File: src/rtl/periph_handshake_rx_if.sv
// Signal bundle for the peripheral end of the 4-phase send/ack link and its FWFT read port.
// acc_sum is present only when PERIPH_ACCUM_EN is defined.
interface periph_handshake_rx_if #(
   parameter int DW = 16,
   parameter int AW = 2
);
   logic [DW-1:0] dado;
   logic          send;
   logic          ack;
   logic          rd_en;
   logic [DW-1:0] rd_data;
   logic          empty;
   logic          full;
   logic [AW:0]   count;
   logic          stall;
   logic [15:0]   rx_total;
`ifdef PERIPH_ACCUM_EN
   logic [DW-1:0] acc_sum;
`endif

   modport master (
      output dado, send, rd_en,
      input  ack, rd_data, empty, full, count, stall, rx_total
`ifdef PERIPH_ACCUM_EN
      , acc_sum
`endif
   );

   modport slave (
      input  dado, send, rd_en,
      output ack, rd_data, empty, full, count, stall, rx_total
`ifdef PERIPH_ACCUM_EN
      , acc_sum
`endif
   );
endinterface

File: src/rtl/periph_handshake_rx.sv
// Responder end of the 4-phase send/ack link: synchronizes send, captures dado into a FWFT FIFO.
// Optional running sum of captured words when PERIPH_ACCUM_EN is defined.
module periph_handshake_rx #(
   parameter int DW    = 16,
   parameter int DEPTH = 4,
   parameter int AW    = 2
) (
   input logic                 clk,
   input logic                 rst,
   periph_handshake_rx_if.slave bus
);
   typedef enum logic {IDLE, ACK} state_t;

   localparam logic [AW:0] FULL_CNT = (AW+1)'(DEPTH);

   logic          r_send_meta, r_send_s;
   state_t        r_state, w_state_nxt;
   logic          w_wr, w_rd, w_stall;
   logic [DW-1:0] r_mem [DEPTH];
   logic [AW-1:0] r_wr_ptr, r_rd_ptr;
   logic [AW:0]   r_count;
   logic [15:0]   r_rx_total;
   logic          w_full, w_empty;

   assign w_full  = (r_count == FULL_CNT);
   assign w_empty = (r_count == '0);
   assign w_rd    = bus.rd_en && !w_empty;

   // send crosses from the initiator's domain; dado is held stable by protocol, so it is not synchronized
   always_ff @(posedge clk or negedge rst) begin
      if (!rst) begin
         r_send_meta <= 1'b0;
         r_send_s    <= 1'b0;
      end else begin
         r_send_meta <= bus.send;
         r_send_s    <= r_send_meta;
      end
   end

   always_ff @(posedge clk or negedge rst) begin
      if (!rst) r_state <= IDLE;
      else      r_state <= w_state_nxt;
   end

   always_comb begin
      w_state_nxt = r_state;
      w_wr        = 1'b0;
      w_stall     = 1'b0;
      case (r_state)
         IDLE: begin
            if (r_send_s) begin
               if (!w_full) begin
                  w_wr        = 1'b1;
                  w_state_nxt = ACK;
               end else begin
                  w_stall = 1'b1;
               end
            end
         end
         ACK: begin
            if (!r_send_s) w_state_nxt = IDLE;
         end
         default: w_state_nxt = IDLE;
      endcase
   end

   always_ff @(posedge clk or negedge rst) begin
      if (!rst) begin
         for (int i = 0; i < DEPTH; i++) r_mem[i] <= '0;
         r_wr_ptr   <= '0;
         r_rd_ptr   <= '0;
         r_count    <= '0;
         r_rx_total <= '0;
      end else begin
         if (w_wr) begin
            r_mem[r_wr_ptr] <= bus.dado;
            r_wr_ptr        <= r_wr_ptr + AW'(1);
            r_rx_total      <= r_rx_total + 16'd1;
         end
         if (w_rd) r_rd_ptr <= r_rd_ptr + AW'(1);
         case ({w_wr, w_rd})
            2'b10:   r_count <= r_count + (AW+1)'(1);
            2'b01:   r_count <= r_count - (AW+1)'(1);
            default: r_count <= r_count;
         endcase
      end
   end

`ifdef PERIPH_ACCUM_EN
   logic [DW-1:0] r_acc_sum;
   always_ff @(posedge clk or negedge rst) begin
      if (!rst)      r_acc_sum <= '0;
      else if (w_wr) r_acc_sum <= r_acc_sum + bus.dado;
   end
   assign bus.acc_sum = r_acc_sum;
`endif

   assign bus.ack      = (r_state == ACK);
   assign bus.rd_data  = r_mem[r_rd_ptr];
   assign bus.empty    = w_empty;
   assign bus.full     = w_full;
   assign bus.count    = r_count;
   assign bus.stall    = w_stall;
   assign bus.rx_total = r_rx_total;
endmodule

File: src/flat_wrapper.sv
// flat-port wrapper written by rule: the top's interface ports become plain ports
module periph_handshake_rx_flat 
#(
   parameter int DW    = 16,
   parameter int DEPTH = 4,
   parameter int AW    = 2
)
  (clk, rst, bus_dado, bus_send, bus_rd_en, bus_ack, bus_rd_data, bus_empty, bus_full, bus_count, bus_stall, bus_rx_total);
  periph_handshake_rx_if #(.DW(DW), .AW(AW)) bus_i ();
  input logic clk;
  input logic rst;
  input wire logic [$bits(bus_i.dado)-1:0] bus_dado;
  input wire logic [$bits(bus_i.send)-1:0] bus_send;
  input wire logic [$bits(bus_i.rd_en)-1:0] bus_rd_en;
  output wire logic [$bits(bus_i.ack)-1:0] bus_ack;
  output wire logic [$bits(bus_i.rd_data)-1:0] bus_rd_data;
  output wire logic [$bits(bus_i.empty)-1:0] bus_empty;
  output wire logic [$bits(bus_i.full)-1:0] bus_full;
  output wire logic [$bits(bus_i.count)-1:0] bus_count;
  output wire logic [$bits(bus_i.stall)-1:0] bus_stall;
  output wire logic [$bits(bus_i.rx_total)-1:0] bus_rx_total;
  assign bus_i.dado = bus_dado;
  assign bus_i.send = bus_send;
  assign bus_i.rd_en = bus_rd_en;
  assign bus_ack = bus_i.ack;
  assign bus_rd_data = bus_i.rd_data;
  assign bus_empty = bus_i.empty;
  assign bus_full = bus_i.full;
  assign bus_count = bus_i.count;
  assign bus_stall = bus_i.stall;
  assign bus_rx_total = bus_i.rx_total;
  periph_handshake_rx #(.DW(DW), .DEPTH(DEPTH), .AW(AW)) u_core (.clk(clk), .rst(rst), .bus(bus_i));
endmodule
File: config.mk
export PLATFORM = sky130hd
export DESIGN_NAME = periph_handshake_rx_flat
export DESIGN_NICKNAME = d
export VERILOG_FILES = /design/src/rtl/periph_handshake_rx_if.sv /design/src/rtl/periph_handshake_rx.sv /design/src/flat_wrapper.sv
export SDC_FILE = /design/constraint.sdc
export NUM_CORES = 1
export LEC_CHECK = 0
export BUFFER_PORTS_ARGS = -buffer_cell sky130_fd_sc_hd__clkbuf_2
export CORE_ASPECT_RATIO = 1.75
export CORE_MARGIN = 3
export CORE_UTILIZATION = 61
export DETAILED_ROUTE_END_ITERATION = 16
export HOLD_SLACK_MARGIN = 0.06
export MAX_ROUTING_LAYER = met4
export PLACE_DENSITY = 0.95
export SETUP_SLACK_MARGIN = 0.5
export SLEW_MARGIN = 5
export SYNTH_ARGS = -nofsm -noshare
export SYNTH_HDL_FRONTEND = slang
export SYNTH_SLANG_ARGS = --single-unit
File: constraint.sdc
create_clock -name clk -period 3.8 [get_ports clk]
set_input_delay 0.38 -clock clk [delete_from_list [all_inputs] [get_ports clk]]
set_output_delay 0.38 -clock clk [all_outputs]
set_load 0.1 [all_outputs]
==> results of run 1 <==
[synthesized netlist by cell type (all sizes together), types with 2 or more instances]
master	count	area share
and3	4	0.0062
buf	8	0.022
dfrtp	90	0.55
ha	6	0.018
inv	7	0.0065
mux2	65	0.19
mux4	16	0.089
nand2	10	0.015
nand3	5	0.0062
nand4	5	0.0077
nor2	6	0.0095
nor3	4	0.0049
o21ai	2	0.0025
xnor2	10	0.022
xor2	11	0.024
[sequential cells by signal (all words and copies together), names as in the netlist]
register / cells
u_core.r_send_s: 1
u_core.r_mem: 64
u_core.bus.count: 3
u_core.r_send_meta: 1
u_core.bus.ack: 1
u_core.bus.rx_total: 16
u_core.r_wr_ptr: 2
u_core.r_rd_ptr: 2
[cell type report]
class	count	area (µm²)	area share
well taps	80	100.1	0.02200
clock buffers	13	158.9	0.03492
clock inverters	2	12.51	0.002750
multi-input cells	153	1699	0.3734
flip-flops and latches	90	2252	0.4949
repair buffers	58	292.8	0.06434
inverters	8	35.03	0.007699
[kinds of logic (layout without fill, tap and decap cells)]
family	count (synthesis)	in the layout	synth area share
adders and majority gates	7	7	0.02338
DFF	90	90	0.5538
xor gates and xnor gates	21	21	0.04523
AOI/OAI and AO/OA	3	3	0.004308
buffers and inverters	17	81	0.03108
muxes	81	81	0.2778
and+or+nand+nor	41	41	0.06431
[per-layer routing]
metal | wire [µm] | up-vias | track usage
met5 | 0 | - | -
met4 | 120 | 0 | 0.07317
met3 | 268 | 10 | 0.05714
met2 | 4047 | 42 | 0.3767
met1 | 2827 | 1177 | 0.2531
li1 | - | 1045 | -
[through the flow]
stage                     hold slack [ns]  utilization  area, µm²  worst slack [ns]
after CTS                          0.1136       0.7196       4551            0.8764
after global routing               0.1065       0.7196       4551            0.7524
after floorplan                   0.08441            -       4078            0.6428
final                              0.1306       0.7196       4551            0.9220
after detailed placement           0.3403       0.6925       4379             1.299
after global placement             0.3365       0.6925       4379             1.322
[final timing paths]
path                                     startpoint                     end  slack, ns  depth (start not counted)
worst max-delay path             u_core.r_rd_ptr[0]          bus_rd_data[4]       0.92                          2
worst min-delay path                       bus_send      u_core.r_send_meta       0.13                          1
worst max register to register  u_core.bus.count[0]     u_core.bus.count[2]       1.53                         10
worst min register to register   u_core.r_send_meta         u_core.r_send_s       0.35                          0
max in group asynchronous                       rst  u_core.bus.rx_total[5]       2.88                          1
min in group asynchronous                       rst        u_core.r_mem[38]       0.20                          1
[worst max-delay path: cells and delay by family, from the launching register on]
kind | cells | cell delay (ns)
buffers and inverters | 1 | 0.39
muxes | 1 | 0.63
DFF | 1 | 1.12
==> impl_metrics.ini, run 1 <==
[timing]
timing_hold_violations_final = 0
slew_violations = 0
tightestPinTransition_ns = 1.164
grt_setup_unrepaired = false
layout_min_cycle_time_ns = 2.878
min_period_over_period = 0.7574
setup-violations-final = 0
max-slew-margin-rel = 0.2242
finalClockSkew_ns = 0.008505
finalSetupTns_ns = 0
fmax_mhz = 347.5

[logic_synthesis]
synth-edff-count = 0
synth-seq-area-share = 0.5538
synth.lib_cells_used.distinct = 33
mean_instance_size_in_the_synthesized_netlist_um2 = 15.64
synth_fp_nets = 287
synthesis.instances = 260
yosysWarningCount = 0
ys_seq_elements = 90
async_flop_share = 1.000
synthFlopType = sky130_fd_sc_hd__dfrtp_1
netlist_area_um2 = 4066

[worst_setup_path]
cp_slowest_stage_delay_ns = 1.12
critical_path_cell_by_cell = mux4_2 > clkbuf_2
arrival_ns = 2.50
worst_setup_ep_type = output pin
crit_slowest_cell = sky130_fd_sc_hd__dfrtp_1
critPathRequiredTime_ns = 3.42
worst_path_fanout_max = 18
cp-start-kind = flip-flop
timing_worst_setup_path_type = reg2out

[job]
maxCapViolCount = 0

[detailed_routing]
routed_wire_length_per_instance_um = 17.98
num_vias = 2274
detail-route-antenna-nets = 0
post_drt_via_cell_ratio = 5.629
route.detailed.drc = 0
wirelength_um = 7263
starting_drc_count_in_detailed_routing = 109
number_of_optimization_iterations_in_the_first_detailed_route_pass = 4

[clock_network]
clkSlewWorstSetupHoldPaths_ns = 0.08
clock_insertion_delay_worst_skew_ns = 0.35
clock_tree.root_cell = sky130_fd_sc_hd__clkbuf_8
post_cts_setup_buffers = 0
cts_max_path_buffers = 2
postCtsResizedCells = 0
cts_tree = done
number_of_clock_buffers_inserted_by_tritoncts = 9
cts.htree.levels = 3
clkSinkCount = 90
post_cts_hold_buffer_count = 0

[final_layout]
final_net_count = 347
antenna-diode-count = 0
most-common-layout-cells = 90 x sky130_fd_sc_hd__dfrtp_1, 57 x sky130_fd_sc_hd__clkbuf_2, 55 x sky130_fd_sc_hd__mux2_2
area_growth_pct = 11.91
layout.cells.most_common = sky130_fd_sc_hd__dfrtp_1
drive_above_1_share = 0.4969
instances_no_fill = 404
final.fill_count = 414

[die]
initial_standard_cell_utilization_of_the_core = 0.6431
die_width_um = 67.72
area_of_the_die_um2 = 7721
ios = 59
coreArea_um2 = 6324
die_h_um = 114.0
std_cell_rows = 38

[place]
numPortBuffers = 58
dp_cells = 389
detailed_place_hpwl_um = 5072
routability_congestion_estimate_from_global_placement = 0.7456

[global_route]
global_route.usage.total = 0.2233
grt_overflow = 0
antenna_found_initial = 0
grt_pass1_vias = 2511
grt_max_degree = 91
grt_first_pass_wirelength_um = 12160

[status]
run_status = finished clean

[min_path]
min-delay-path-class = in2reg
Power of run 1 is not shown: default switching activity piles up to over one toggle a cycle in this logic, so the estimate is an artifact.
==> run 2: changes to the inputs <==
--- a/config.mk
+++ b/config.mk
@@ -8,11 +8,11 @@
 export BUFFER_PORTS_ARGS = -buffer_cell sky130_fd_sc_hd__clkbuf_2
 export CORE_ASPECT_RATIO = 1.75
 export CORE_MARGIN = 3
-export CORE_UTILIZATION = 61
+export CORE_UTILIZATION = 57
 export DETAILED_ROUTE_END_ITERATION = 16
 export HOLD_SLACK_MARGIN = 0.06
 export MAX_ROUTING_LAYER = met4
-export PLACE_DENSITY = 0.95
+export PLACE_DENSITY = 0.91
 export SETUP_SLACK_MARGIN = 0.5
 export SLEW_MARGIN = 5
 export SYNTH_ARGS = -nofsm -noshare
==> constraint.sdc (replaced) <==
create_clock -name clk -period 2.97 [get_ports clk]
set_input_delay 0.297 -clock clk [delete_from_list [all_inputs] [get_ports clk]]
set_output_delay 0.297 -clock clk [all_outputs]
set_load 0.1 [all_outputs]
==> impl_metrics.ini, run 2 (synthesized netlist as in run 1, its figures left out) <==
[place]
numPortBuffers = 58
routability_congestion_estimate_from_global_placement = 0.7415
detailed_place_hpwl_um = 5370

[worst_setup_path]
cp.buffers_inverters = 2
cp-start-kind = flip-flop
critPathLaunch = u_core.r_rd_ptr[0]
worst_path_fanout_max = 13
timing.critical_path.max_delay_family = buffers and inverters
arrival_ns = 2.05
timing_worst_setup_path_type = reg2out
critical_path_cell_by_cell = buf_6 > mux4_2 > clkbuf_2
timing.critical_path.depth = 3
reg2reg_from = u_core.bus.count[1]
critPathRequiredTime_ns = 2.67
worst_setup_ep_type = output pin
cp_slowest_stage_delay_ns = 0.53
regToRegEndpoint = u_core.bus.count[2]
regToRegSetupSlack_ns = 0.68
crit_end = bus_rd_data[10]
crit_slowest_cell = sky130_fd_sc_hd__dfrtp_1
reg2regPathDepth = 10

[detailed_routing]
number_of_optimization_iterations_in_the_first_detailed_route_pass = 4
num_vias = 2381
wirelength_um = 7742
post_drt_via_cell_ratio = 5.737
routed_wire_length_per_instance_um = 18.66
route.detailed.drc = 0
detail-route-antenna-nets = 0
starting_drc_count_in_detailed_routing = 113

[clock_network]
clock_tree.root_cell = sky130_fd_sc_hd__clkbuf_16
clkSinkCount = 90
cts.htree.levels = 3
clock_insertion_delay_worst_skew_ns = 0.33
number_of_clock_buffers_inserted_by_tritoncts = 9
cts_tree = done
post_cts_setup_buffers = 0
clkSlewWorstSetupHoldPaths_ns = 0.06
cts_max_path_buffers = 2

[global_route]
grt_max_degree = 58
grt_overflow = 0
antenna_found_initial = 0
grt_first_pass_wirelength_um = 13130
grt_pass1_vias = 2649
global_route.usage.total = 0.2132

[timing]
grt_setup_unrepaired = false
finalClockSkew_ns = 0.006469
layout_min_cycle_time_ns = 2.342
fmax_mhz = 427.0
hold_ws_ns = 0.2416
tightestPinTransition_ns = 0.7164
max-slew-margin-rel = 0.5224
finalSetupTns_ns = 0
setup-violations-final = 0
min_period_over_period = 0.7886
timing_hold_violations_final = 0
slew_violations = 0

[min_path]
hold_path_startpoint = bus_dado[5]
min-delay-path-class = in2reg

[die]
coreArea_um2 = 6907
ios = 59
die_width_um = 69.85
area_of_the_die_um2 = 8224
die_h_um = 117.7
initial_standard_cell_utilization_of_the_core = 0.5888
std_cell_rows = 40

[final_layout]
drive_above_1_share = 0.5257
max_flop_register = u_core.r_mem
layout.area.seq_um2 = 2263
layout.cells.most_common = sky130_fd_sc_hd__dfrtp_1
most-common-layout-cells = 87 x sky130_fd_sc_hd__dfrtp_1, 55 x sky130_fd_sc_hd__mux2_2, 48 x sky130_fd_sc_hd__clkbuf_2
area_growth_pct = 16.86
antenna-diode-count = 0
final.fill_count = 490
multi_input_area_um2 = 1709
largest_reg_flops = 64
final_net_count = 353

[status]
run_status = finished clean

[job]
maxCapViolCount = 0
-- run 2: cell types whose count changed in the layout (fill, tap and decap cells not counted), sizes merged --
cell / previous run / this run
buf: 1 / 6
clkbuf: 70 / 69
clkinv: 2 / 4
clkinvlp: 1 / 0
dlygate4sd3: 0 / 2
-- run 2: metal layers --
layer / part of all wire / global-route usage / vias to the layer above / wire length (µm)
met3: 0.044 / 0.04444 / 11 / 338
met5: 0 / - / - / 0
met1: 0.38 / 0.2410 / 1246 / 2934
met2: 0.56 / 0.3643 / 62 / 4313
met4: 0.020 / 0.08753 / 0 / 157
li1: - / - / 1062 / -
-- run 2: metrics by stage --
step                utilization  worst slack (ns)  instance area [µm²]  instances
floorplan                     -            0.4143                 4106        260
global placement         0.6433            0.7550                 4443        397
detailed placement       0.6433            0.7082                 4443        397
CTS                      0.6875            0.5043                 4748        415
global route             0.6880            0.5248                 4752        415
finish                   0.6880            0.6279                 4752        415
-- run 2: worst reg2reg max path: cells and delay by family, from the launching register on --
family                     cells  cell delay [ns]
DFF                            1             0.50
xor gates and xnor gates       2             0.32
adders and majority gates      2             0.53
and+or+nand+nor                3             0.67
buffers and inverters          3             0.19
-- run 2: repair_timing --
| action | in CTS | in global routing |
|---|---|---|
| setup endpoints to repair | 8 | 5 |
| hold endpoints to repair | 56 | 0 |
| hold buffers | 2 | 0 |
| resized for setup | 8 | 2 |
| pin swaps | 0 | 0 |
-- run 2: worst min-delay path by stage --
stage	endpoint	slack, ns	depth (start not counted)
floorplan	u_core.bus.ack	0.001	0
global placement	u_core.r_send_s	0.34	0
detailed placement	u_core.r_send_s	0.34	0
CTS	u_core.r_mem[52]	0.24	2
global route	u_core.r_mem[41]	0.24	2
finish	u_core.r_mem[37]	0.24	2
-- run 2: layout make-up --
class | count | area share
timing repair buffer | 64 | 0.07715
clock buffer | 13 | 0.05266
tap | 84 | 0.02212
clock inverter | 3 | 0.003160
inverter | 8 | 0.008952
sequential | 90 | 0.4763
multi-input combinational | 153 | 0.3597
Power of run 2 is left out for the same reason.
